`src/rtl/sm_frame_accumulator.sv`:
```
// Frame accumulator for sign-magnitude samples: converts each accepted sample to
// two's complement, sums FRAME of them with saturation, then holds the total for the consumer.
module sm_frame_accumulator #(
  parameter int N     = 4,
  parameter int FRAME = 8,
  parameter int ACC_W = 8
) (
  input  logic             clk,
  input  logic             reset,
  input  logic             in_valid,
  output logic             in_ready,
  input  logic [N-1:0]     in_sum,
  output logic             out_valid,
  input  logic             out_ready,
  output logic [ACC_W-1:0] out_acc,
  output logic             out_sat,
  output logic             out_nzero
);

  localparam int CNT_W = $clog2(FRAME + 1);
  localparam logic [CNT_W-1:0] LAST_CNT = CNT_W'(FRAME - 1);
  localparam logic [CNT_W-1:0] CNT_ONE  = CNT_W'(1);
  localparam logic [CNT_W-1:0] CNT_ZERO = {CNT_W{1'b0}};
  localparam logic [ACC_W-1:0] ACC_MAX  = {1'b0, {(ACC_W-1){1'b1}}};
  localparam logic [ACC_W-1:0] ACC_MIN  = {1'b1, {(ACC_W-1){1'b0}}};
  localparam logic [ACC_W-1:0] ACC_ZERO = {ACC_W{1'b0}};

  typedef enum logic [0:0] {
    ST_ACCUM = 1'b0,
    ST_HOLD  = 1'b1
  } state_t;

  // Sign-magnitude to two's complement, one bit wider than the accumulator;
  // negative zero naturally maps to zero.
  function automatic logic [ACC_W:0] sm_to_tc(input logic [N-1:0] sm);
    logic [ACC_W:0] mag_v;
    mag_v = {{(ACC_W+2-N){1'b0}}, sm[N-2:0]};
    if (sm[N-1]) begin
      sm_to_tc = ~mag_v + {{ACC_W{1'b0}}, 1'b1};
    end else begin
      sm_to_tc = mag_v;
    end
  endfunction

  state_t           state_r, state_nx_s;
  logic [ACC_W-1:0] acc_r, acc_nx_s;
  logic [CNT_W-1:0] cnt_r, cnt_nx_s;
  logic             sat_r, sat_nx_s;
  logic             nz_r, nz_nx_s;
  logic             out_valid_r, out_valid_nx_s;
  logic             in_ready_r, in_ready_nx_s;

  logic [ACC_W:0]   value_s;
  logic [ACC_W:0]   sum_s;
  logic [ACC_W-1:0] sat_acc_s;
  logic             ovf_s;
  logic             neg_zero_s;
  logic             accept_s;

  assign in_ready  = in_ready_r & ~reset;
  assign out_valid = out_valid_r;
  assign out_acc   = acc_r;
  assign out_sat   = sat_r;
  assign out_nzero = nz_r;
  assign accept_s  = in_valid & in_ready;

  // Saturating add of the incoming sample; the sum cannot wrap in ACC_W+1 bits,
  // so the top two bits disagreeing means the result left the ACC_W range.
  always_comb begin
    value_s    = sm_to_tc(in_sum);
    sum_s      = {acc_r[ACC_W-1], acc_r} + value_s;
    neg_zero_s = in_sum[N-1] & (in_sum[N-2:0] == {(N-1){1'b0}});
    if (!sum_s[ACC_W] && sum_s[ACC_W-1]) begin
      sat_acc_s = ACC_MAX;
      ovf_s     = 1'b1;
    end else if (sum_s[ACC_W] && !sum_s[ACC_W-1]) begin
      sat_acc_s = ACC_MIN;
      ovf_s     = 1'b1;
    end else begin
      sat_acc_s = sum_s[ACC_W-1:0];
      ovf_s     = 1'b0;
    end
  end

  // Next-state and next-register logic for the accumulate/hold handshake.
  always_comb begin
    state_nx_s     = state_r;
    acc_nx_s       = acc_r;
    cnt_nx_s       = cnt_r;
    sat_nx_s       = sat_r;
    nz_nx_s        = nz_r;
    out_valid_nx_s = out_valid_r;
    in_ready_nx_s  = in_ready_r;
    case (state_r)
      ST_ACCUM: begin
        if (accept_s) begin
          acc_nx_s = sat_acc_s;
          cnt_nx_s = cnt_r + CNT_ONE;
          sat_nx_s = sat_r | ovf_s;
          nz_nx_s  = nz_r | neg_zero_s;
          if (cnt_r == LAST_CNT) begin
            state_nx_s     = ST_HOLD;
            out_valid_nx_s = 1'b1;
            in_ready_nx_s  = 1'b0;
          end else begin
            state_nx_s = ST_ACCUM;
          end
        end else begin
          state_nx_s = ST_ACCUM;
        end
      end
      ST_HOLD: begin
        if (out_valid_r && out_ready) begin
          state_nx_s     = ST_ACCUM;
          acc_nx_s       = ACC_ZERO;
          cnt_nx_s       = CNT_ZERO;
          sat_nx_s       = 1'b0;
          nz_nx_s        = 1'b0;
          out_valid_nx_s = 1'b0;
          in_ready_nx_s  = 1'b1;
        end else begin
          state_nx_s = ST_HOLD;
        end
      end
      default: begin
        state_nx_s     = ST_ACCUM;
        acc_nx_s       = ACC_ZERO;
        cnt_nx_s       = CNT_ZERO;
        sat_nx_s       = 1'b0;
        nz_nx_s        = 1'b0;
        out_valid_nx_s = 1'b0;
        in_ready_nx_s  = 1'b1;
      end
    endcase
  end

  // State and datapath registers; reset drops any partial or pending frame.
  always_ff @(posedge clk) begin
    if (reset) begin
      state_r     <= ST_ACCUM;
      acc_r       <= ACC_ZERO;
      cnt_r       <= CNT_ZERO;
      sat_r       <= 1'b0;
      nz_r        <= 1'b0;
      out_valid_r <= 1'b0;
      in_ready_r  <= 1'b1;
    end else begin
      state_r     <= state_nx_s;
      acc_r       <= acc_nx_s;
      cnt_r       <= cnt_nx_s;
      sat_r       <= sat_nx_s;
      nz_r        <= nz_nx_s;
      out_valid_r <= out_valid_nx_s;
      in_ready_r  <= in_ready_nx_s;
    end
  end

endmodule

```
`config.mk`:
```
export PLATFORM = sky130hd
export DESIGN_NAME = sm_frame_accumulator
export DESIGN_NICKNAME = d
export VERILOG_FILES = /design/src/rtl/sm_frame_accumulator.sv
export SDC_FILE = /design/constraint.sdc
export NUM_CORES = 1
export LEC_CHECK = 0
export CAP_MARGIN = 20
export CELL_PAD_IN_SITES_DETAIL_PLACEMENT = 1
export CELL_PAD_IN_SITES_GLOBAL_PLACEMENT = 2
export CORE_MARGIN = 3
export CORE_UTILIZATION = 31
export CTS_BUF_LIST = sky130_fd_sc_hd__clkbuf_16
export DETAILED_ROUTE_END_ITERATION = 10
export GPL_TIMING_DRIVEN = 0
export PLACE_DENSITY = 0.79
export SYNTH_ARGS = -nofsm -noshare
export SYNTH_HDL_FRONTEND = slang
export SYNTH_SLANG_ARGS = --single-unit
export TNS_END_PERCENT = 10
```
`constraint.sdc`:
```
create_clock -name clk -period 4 [get_ports clk]
set_clock_uncertainty 0.05 [all_clocks]
set_input_delay 0.6 -clock clk [delete_from_list [all_inputs] [get_ports clk]]
set_output_delay 0.6 -clock clk [all_outputs]
set_load 0.005 [all_outputs]
```
==> results of run 1 <==
## report_power, final
| group | switching, mW | total [mW] | internal (mW) | leakage (nW) |
|---|---|---|---|---|
| clock | 0.0665 | 0.200 | 0.134 | 0.0409 |
| sequential | 0.0486 | 0.253 | 0.204 | 0.139 |
| combinational | 0.210 | 0.431 | 0.221 | 0.444 |
## cell usage after synthesis (all sizes together) (3+ instances only)
cell type,instances,area share
dfxtp,17,0.29
nor2,15,0.047
o21ai,14,0.059
nand2,12,0.038
a21oi,11,0.046
ha,11,0.12
inv,7,0.022
xnor2,7,0.052
nand3,6,0.025
a31oi,4,0.026
nor2b,4,0.021
buf,3,0.023
## worst max-delay path, stage by stage
cell	delay [ns]
sky130_fd_sc_hd__clkdlybuf4s50_1	0.52
sky130_fd_sc_hd__inv_1	0.06
sky130_fd_sc_hd__ha_1	0.19
sky130_fd_sc_hd__ha_1	0.26
sky130_fd_sc_hd__nand2_1	0.06
sky130_fd_sc_hd__o21ai_0	0.10
sky130_fd_sc_hd__ha_1	0.36
sky130_fd_sc_hd__o21ai_0	0.09
sky130_fd_sc_hd__o21bai_1	0.18
sky130_fd_sc_hd__o21ai_0	0.14
sky130_fd_sc_hd__a32oi_1	0.35
sky130_fd_sc_hd__xnor2_1	0.18
sky130_fd_sc_hd__ha_2	0.29
sky130_fd_sc_hd__nor2_1	0.08
sky130_fd_sc_hd__a221oi_1	0.24
sky130_fd_sc_hd__nor2_1	0.06
## cells by family after synthesis
family | Yosys count | share of synthesized area
compound gates | 45 | 0.250
xor+xnor | 9 | 0.0664
fa+ha+maj | 13 | 0.141
buf+inv | 12 | 0.0516
flops | 17 | 0.287
simple gates | 48 | 0.204
## stage by stage
stage               area (µm²)  hold slack, ns  cells  setup slack (ns)  TNS, ns
floorplan                 1190           0.381    144             0.868        0
global placement          1440           0.397    209            0.0201        0
detailed placement        1440           0.399    209           -0.0816   -0.156
CTS                       1520           0.407    213             0.171        0
global route              1520           0.445    213           0.00252        0
finish                    1520           0.402    213             0.325        0
## layout by cell type, fill, tap and decap left out, drive strengths merged, types with 2 or more instances in the layout
cell and instances:
nor2 15, nor2b 4, ha 11, xnor2 7, buf 3, nor3 2
and2 2, a211oi 2, clkdlybuf4s50 19, inv 7, nand2 12, o21bai 2
xor2 2, clkbuf 5, and2b 2, o21ai 14, dfxtp 17, a31oi 4
nand3 6, a21oi 11
## worst paths after layout
path / end / from / cells after the start
worst max-delay path: out_acc[3] / in_sum[0] / 16
worst min-delay path: in_ready_r / in_ready_r / 2
worst max register to register: out_acc[3] / out_acc[0] / 11
worst min register to register: in_ready_r / in_ready_r / 2
## registers in the layout, summed over array words and instances, names as in the netlist
register and count:
in_ready_r 1, state_r 1, out_acc 8, out_sat 1, out_valid 1, out_nzero 1
cnt_r 4
## layer usage
metal / GRT usage / up-vias / share of wire
met1: 0.188 / 518 / 0.46
met3: 0.0197 / 5 / 0.020
met2: 0.266 / 11 / 0.51
li1: - / 562 / -
met5: 0 / - / 0
met4: 0.0521 / 0 / 0.014
## layout make-up
cell class | instances | area [µm²]
plain buffers | 5 | 35.0
clock buffers | 3 | 75.1
clock inverters | 1 | 5.00
fillers | 428 | 2000
inverters | 7 | 26.3
multi-input cells | 115 | 793
flip-flops and latches | 17 | 340
well taps | 46 | 57.6
repair buffers | 19 | 190
## timing repair
item / in CTS / in global routing
gates resized for setup: 0 / 3
endpoints found under the setup margin: 0 / 5
setup buffers: 0 / 0
==> run summary, run 1 <==
outcome - complete, no violations
gp weighted congestion - 0.783
unique cell type count in the Yosys netlist - 43
Arr. time, crit path - 3.75 ns
number of buffers inserted by port buffering - 19
max-capacitance violation count - 0
total detailed-routing wirelength - 3020 µm
hold buffers post-CTS - 0
average footprint of a synthesized cell - 8.25 µm²
via count - 1,096
clock tree from TritonCTS - yes
Synth Instances - 144
power density over the cells - 581 nW/µm²
post-route core utilization - 0.432
# nets final - 188
worst-margin pin slew - 0.449 ns
#FFs+latches synth - 17
largest net degree at the start of global routing - 11
final-report hold violation count - 0
sequential area share after synthesis - 0.287
count of routing violations after the opening detailed-route iteration - 29
Top FF cell, synth - sky130_fd_sc_hd__dfxtp_1
crit-path max FO - 7
Std-Cell Core Area - 3520 µm²
Max-slew headroom - 0.701
unrepaired setup endpoints after global routing - no
YS warnings - 0
crit path launch type - primary input
Synth Cell Area - 1190 µm²
die width - 67.9 µm
nature of the critical path endpoint - flip-flop
Antenna diodes - 0
number of flops mapped to enable cells by yosys - 0
maximum VDD drop - 0.189 mV
setup slack, reg-to-reg - 1.34 ns
number of routed nets with antenna violations - 0
number of antenna violations at the first check in global routing - 0
kind of critical path - primary input to flip-flop
number of primary I/O pins - 20
CTS H-Tree Depth - 1
Hold/Removal Path Class - flip-flop to flip-flop
clock buffers created by TritonCTS - 3
router iterations before antenna repair - 4
data required time at the worst endpoint - 4.08 ns
leak pwr - 0.624 nW
fraction of final layout cells sized beyond drive strength 1 - 0.0958
remaining global-route overflow - 0
Initial Utilization - 0.337
via count of the first global-routing pass - 1,181
number of slew-limit violations in the final report - 0
CTS max path bufs - 2
HPWL reported at the end of detailed placement - 2440 µm
final setup violation count - 0
count of standard-cell rows - 21
clock sink count - 17
layout overhead on the synthesized area - 28.2%
overall power after layout - 0.884 mW
Clock Tree Root - sky130_fd_sc_hd__clkbuf_16
area of the die - 4610 µm²
vias per inst - 5.15
detailed-route DRC error count - 0
min Tclk post-route - 3.68 ns
global-route usage over all layers - 0.151
Fmax - 272 MHz
syn nets - 164
Avg WL per Cell - 14.2 µm
post-route clock period utilization - 0.919
clock transition at the register clock pins on the worst setup and hold paths after CTS - 0.05 ns
overall die height - 67.9 µm
first-pass GRT wire length - 5330 µm
share of synthesized flip-flops with an asynchronous set or reset - 0
worst-skew pair later-pin latency - 0.25 ns
No activity file was read; power rests on OpenSTA's default activity.
==> run 2: changes to the inputs <==
--- a/config.mk
+++ b/config.mk
@@ -14,6 +14,7 @@
 export DETAILED_ROUTE_END_ITERATION = 10
 export GPL_TIMING_DRIVEN = 0
 export PLACE_DENSITY = 0.79
+export RECOVER_POWER = 25
 export SYNTH_ARGS = -nofsm -noshare
 export SYNTH_HDL_FRONTEND = slang
 export SYNTH_SLANG_ARGS = --single-unit
==> constraint.sdc (replaced) <==
create_clock -name clk -period 3.95 [get_ports clk]
set_clock_uncertainty 0.05 [all_clocks]
set_input_delay 0.5925 -clock clk [delete_from_list [all_inputs] [get_ports clk]]
set_output_delay 0.5925 -clock clk [all_outputs]
set_load 0.005 [all_outputs]
==> run 2 against run 1 <==
Effect of this change:
- first-iteration DRC count down 24%
- critical path type unchanged
- clock power up 2%
- worst hold slack barely moved
- power up 2.4%
- design area rose by 0.99%
- via count rose by 1.6%
- sequential power about the same
- highest routed layer unchanged
- combinational power up 3%
- global-route usage unchanged
- largest cell class unchanged
- final cell count rose by 0.47%
- non-clock buffer count increased by 1
==> run summary, run 2 (synthesis results as in run 1) <==
final setup violation count - 0
max-capacitance violation count - 0
number of slew-limit violations in the final report - 0
remaining global-route overflow - 0
switching power of the nets - 0.334 mW
total detailed-routing wirelength - 3030 µm
worst reg2reg startpoint - out_acc[0]
detailed-route DRC error count - 0
worst slack at placement - -0.124 ns
min Tclk post-route - 3.63 ns
internal portion of total power - 0.572 mW
number of antenna violations at the first check in global routing - 0
combinational share of power - 0.492
die width - 67.9 µm
worst-margin pin slew - 0.457 ns
reg2reg path depth - 11
CTS H-Tree Depth - 1
Avg WL per Cell - 14.2 µm
outcome - complete, no violations
via count of the first global-routing pass - 1,181
Fmax - 276 MHz
most frequent standard cell in the layout excluding fill and tap cells - sky130_fd_sc_hd__dfxtp_1
Initial Utilization - 0.337
nature of the critical path endpoint - flip-flop
proportion of total power due to net switching - 0.369
number of primary I/O pins - 20
power density over the cells - 589 nW/µm²
Hold/Removal Path Class - flip-flop to flip-flop
via count - 1,113
kind of critical path - primary input to flip-flop
max FFs per register - 8
layout overhead on the synthesized area - 29.5%
critical path cell sequence - clkdlybuf4s50_1 -> inv_1 -> ha_1 -> ha_1 -> nand2_1 -> o21ai_0 -> ha_1 -> o21ai_0 -> o21bai_1 -> o21ai_0 -> a32oi_2 -> xnor2_1 -> ha_2 -> buf_4 -> o21bai_1 -> a22o_2
largest net degree at the start of global routing - 11
crit path launch type - primary input
Clock Tree Root - sky130_fd_sc_hd__clkbuf_16
commonest cells after routing, fill and taps aside - sky130_fd_sc_hd__dfxtp_1 (17), sky130_fd_sc_hd__nor2_1 (14), sky130_fd_sc_hd__o21ai_0 (13)
crit path from - in_sum[0]
post-route clock period utilization - 0.918
number of routed nets with antenna violations - 0
hold buffers post-CTS - 0
Antenna diodes - 0
clock tree from TritonCTS - yes
data required time at the worst endpoint - 4.04 ns
least setup slack across all paths after layout - 0.324 ns
fraction of final layout cells sized beyond drive strength 1 - 0.107
vias per inst - 5.20
area of the die - 4610 µm²
Std-Cell Core Area - 3520 µm²
delay of the slowest critical-path stage - 0.51 ns
clock sink count - 17
first-pass GRT wire length - 5330 µm
buffers and inverters on the worst path - 3
unrepaired setup endpoints after global routing - no
setup slack, reg-to-reg - 1.30 ns
fill cell total of the finished layout - 425
number of gates on the worst path with buffers counted - 16
clock transition at the register clock pins on the worst setup and hold paths after CTS - 0.05 ns
worst r2r dst - out_acc[4]
sequential group share of total power - 0.283
final-report hold violation count - 0
gp weighted congestion - 0.783
CTS max path bufs - 2
Setup crit end - out_acc[4]
flip-flop and latch area - 340 µm²
overall die height - 67.9 µm
HPWL reported at the end of detailed placement - 2440 µm
router iterations before antenna repair - 4
count of standard-cell rows - 21
number of buffers inserted by port buffering - 19
Clk pwr share - 0.225
# nets final - 189
crit-path max FO - 6
Arr. time, crit path - 3.71 ns
post-route core utilization - 0.437
CP delay by family, top - compound AO/OA/AOI/OAI gates
worst-skew pair later-pin latency - 0.25 ns
global-route usage over all layers - 0.151
combined area of the multi-input logic cells - 801 µm²
clock buffers created by TritonCTS - 3
Max-slew headroom - 0.695
leak pwr - 0.651 nW
cell at the slowest stage of the critical path - sky130_fd_sc_hd__clkdlybuf4s50_1
maximum VDD drop - 0.192 mV
count of routing violations after the opening detailed-route iteration - 22
## run 2: how the worst min path moves through the flow
stage / depth (start not counted) / end / startpoint
final: 2 / in_ready_r / in_ready_r
after global routing: 2 / in_ready_r / in_ready_r
after CTS: 2 / in_ready_r / in_ready_r
after detailed placement: 2 / in_ready_r / in_ready_r
after global placement: 2 / in_ready_r / in_ready_r
after floorplan: 2 / in_ready_r / in_ready_r
## run 2: power by group through the flow
stage	sequential, mW	combinational, mW	clock, mW
final	0.256	0.446	0.204
after global routing	0.263	0.507	0.217
after CTS	0.257	0.434	0.209
after detailed placement	0.260	0.429	0
after global placement	0.256	0.420	0
after floorplan	0.249	0.286	0
## run 2: tightest hold or removal path, delay by kind of cell (launching register included)
kind | cells | cell delay [ns]
DFF | 1 | 0.31
and+or+nand+nor | 2 | 0.09
## run 2: layout make-up
cell class              instances  share of cell area
plain buffers                   5              0.0228
flip-flops and latches         17               0.221
multi-input cells             115               0.521
repair buffers                 20               0.129
clock inverters                 1             0.00325
well taps                      46              0.0374
inverters                       7              0.0171
clock buffers                   3              0.0488
## run 2: repair_timing
| item | 4_1_cts | 5_1_grt |
|---|---|---|
| endpoints found under the setup margin | 0 | 6 |
| hold endpoints to repair | 0 | 0 |
| buffers inserted | 0 | 1 |
| gates resized for setup | 0 | 4 |
## run 2: layer usage
layer | vias to the layer above | part of all wire | global-route usage | wire length, µm
met1 | 535 | 0.46 | 0.188 | 1390
met4 | 0 | 0.013 | 0.0521 | 40
li1 | 562 | - | - | -
met5 | - | 0 | 0 | 0
met3 | 5 | 0.021 | 0.0197 | 63
met2 | 11 | 0.51 | 0.266 | 1540
## run 2: metrics by stage
step / instances / TNS, ns / cell area, µm² / power [mW] / hold WS, ns
3_5_place_dp: 209 / -0.355 / 1440 / 0.690 / 0.399
5_1_grt: 214 / 0 / 1540 / 0.987 / 0.445
6_report: 214 / 0 / 1540 / 0.905 / 0.402
2_1_floorplan: 144 / 0 / 1190 / 0.536 / 0.381
4_1_cts: 213 / 0 / 1520 / 0.900 / 0.407
3_3_place_gp: 209 / -0.0224 / 1440 / 0.676 / 0.397
==> run 3: changes to the inputs <==
--- a/config.mk
+++ b/config.mk
@@ -13,7 +13,7 @@
 export CTS_BUF_LIST = sky130_fd_sc_hd__clkbuf_16
 export DETAILED_ROUTE_END_ITERATION = 10
 export GPL_TIMING_DRIVEN = 0
-export PLACE_DENSITY = 0.79
+export PLACE_DENSITY_LB_ADDON = 0.1
 export RECOVER_POWER = 25
 export SYNTH_ARGS = -nofsm -noshare
 export SYNTH_HDL_FRONTEND = slang
==> run 3 against run 2 <==
Effect of this change:
- register-to-register slack got worse by 0.10 ns
- clock-buffer cell count unchanged
- clock power decreased by 4%
- combinational power increased by 2%
- utilization increased by 0.25 points
- sequential power about the same
- final cell count increased by 0.93%
- design area increased by 0.57%
- global-route usage decreased by 0.069 points
- power about the same
- sequential share of layout area decreased by 0.13 points
- critical path type unchanged
- critical endpoint is now out_acc[3]
- largest cell class unchanged
- largest power group unchanged
==> run summary, run 3 (synthesis results as in run 1) <==
number of primary I/O pins - 20
Hold Worst Slack - 0.408 ns
Std-Cell Core Area - 3520 µm²
commonest cells after routing, fill and taps aside - sky130_fd_sc_hd__dfxtp_1 (17), sky130_fd_sc_hd__nor2_1 (15), sky130_fd_sc_hd__o21ai_0 (13)
post-route clock period utilization - 0.938
via count - 1,128
critical path cell sequence - clkdlybuf4s50_1 -> inv_1 -> ha_1 -> ha_1 -> nand2_1 -> o21ai_0 -> ha_1 -> a21oi_1 -> nand2_1 -> o211a_1 -> nor2_1 -> xor2_1 -> ha_2 -> nor2_1 -> a221oi_1 -> nor2_1
combined area of the multi-input logic cells - 796 µm²
first-pass GRT wire length - 5380 µm
vias per inst - 5.22
number of routed nets with antenna violations - 0
clock transition at the register clock pins on the worst setup and hold paths after CTS - 0.05 ns
outcome - complete, no violations
Clock Tree Root - sky130_fd_sc_hd__clkbuf_16
Avg WL per Cell - 14.4 µm
final setup violation count - 0
maximum VDD drop - 0.245 mV
unrepaired setup endpoints after global routing - no
power density over the cells - 586 nW/µm²
clock buffers created by TritonCTS - 3
least setup slack across all paths after layout - 0.246 ns
number of antenna violations at the first check in global routing - 0
number of buffers inserted by port buffering - 19
Hold/Removal Path Class - flip-flop to flip-flop
worst-margin pin slew - 0.463 ns
detailed-route DRC error count - 0
Initial Utilization - 0.337
fraction of final layout cells sized beyond drive strength 1 - 0.100
setup slack, reg-to-reg - 1.20 ns
kind of critical path - primary input to flip-flop
leak pwr - 0.664 nW
largest net degree at the start of global routing - 11
max-capacitance violation count - 0
clock tree from TritonCTS - yes
remaining global-route overflow - 0
via count of the first global-routing pass - 1,157
Final Instance Area - 1550 µm²
router iterations before antenna repair - 4
Arr. time, crit path - 3.76 ns
count of standard-cell rows - 21
worst slack at placement - -0.144 ns
CTS max path bufs - 2
overall die height - 67.9 µm
cell at the slowest stage of the critical path - sky130_fd_sc_hd__clkdlybuf4s50_1
fill cell total of the finished layout - 438
Antenna diodes - 0
Max-slew headroom - 0.691
total negative setup slack - 0 ns
layout overhead on the synthesized area - 30.2%
gp weighted congestion - 0.747
nature of the critical path endpoint - flip-flop
flip-flop and latch area - 340 µm²
global-route usage over all layers - 0.150
most frequent standard cell in the layout excluding fill and tap cells - sky130_fd_sc_hd__dfxtp_1
final-report hold violation count - 0
CTS H-Tree Depth - 1
Fmax - 270 MHz
delay of the slowest critical-path stage - 0.52 ns
worst-skew pair later-pin latency - 0.24 ns
die width - 67.9 µm
post-route core utilization - 0.439
data required time at the worst endpoint - 4.01 ns
total detailed-routing wirelength - 3100 µm
min Tclk post-route - 3.70 ns
max FFs per register - 8
number of slew-limit violations in the final report - 0
crit-path max FO - 6
Placed Instance Area - 1440 µm²
count of routing violations after the opening detailed-route iteration - 32
clock sink count - 17
HPWL reported at the end of detailed placement - 2490 µm
area of the die - 4610 µm²
# nets final - 191
crit path launch type - primary input
run 3: path summary, 6_finish.rpt:
check             depth (start not counted)        from    endpoint
setup / recovery                         16   in_sum[0]  out_acc[3]
hold / removal                            2  in_ready_r  in_ready_r
setup reg to reg                         11  out_acc[0]  out_acc[3]
hold reg to reg                           2  in_ready_r  in_ready_r
run 3: routing by layer:
metal,GRT usage,share of wire,vias to the layer above
met1,0.197,0.48,534
met5,0,0,-
li1,-,-,576
met3,0.0197,0.024,2
met2,0.267,0.49,16
met4,0.0223,0.0045,0
run 3: per-stage QoR:
| stage | cells | power, mW |
|---|---|---|
| floorplan | 144 | 0.536 |
| global placement | 209 | 0.679 |
| detailed placement | 209 | 0.690 |
| global route | 216 | 0.983 |
| CTS | 213 | 0.893 |
| finish | 216 | 0.906 |
run 3: final cells by class:
| type | instances | area share |
|---|---|---|
| clock inverter | 1 | 0.00243 |
| clock buffer | 3 | 0.0485 |
| sequential | 17 | 0.220 |
| tap | 46 | 0.0372 |
| timing repair buffer | 22 | 0.138 |
| inverter | 7 | 0.0170 |
| buffer | 5 | 0.0227 |
| multi-input combinational | 115 | 0.515 |
run 3: power by group:
group          switching [mW]  internal [mW]  leakage (nW)
registers              0.0461          0.207         0.139
clock network          0.0617          0.134        0.0423
logic                   0.220          0.237         0.482
run 3: timing repair:
action / 4_1_cts / 5_1_grt
hold buffers: 0 / 0
setup buffers: 0 / 3
gates resized for setup: 0 / 2
endpoints found under the setup margin: 0 / 6
run 3: worst max-delay path, delay by kind of cell:
family / cells / cell delay, ns
XOR/XNOR: 1 / 0.18
buffers and inverters: 2 / 0.58
adder cells (fa/ha/maj): 4 / 0.99
AND/OR/NAND/NOR: 5 / 0.57
AO/OA/AOI/OAI: 4 / 0.83
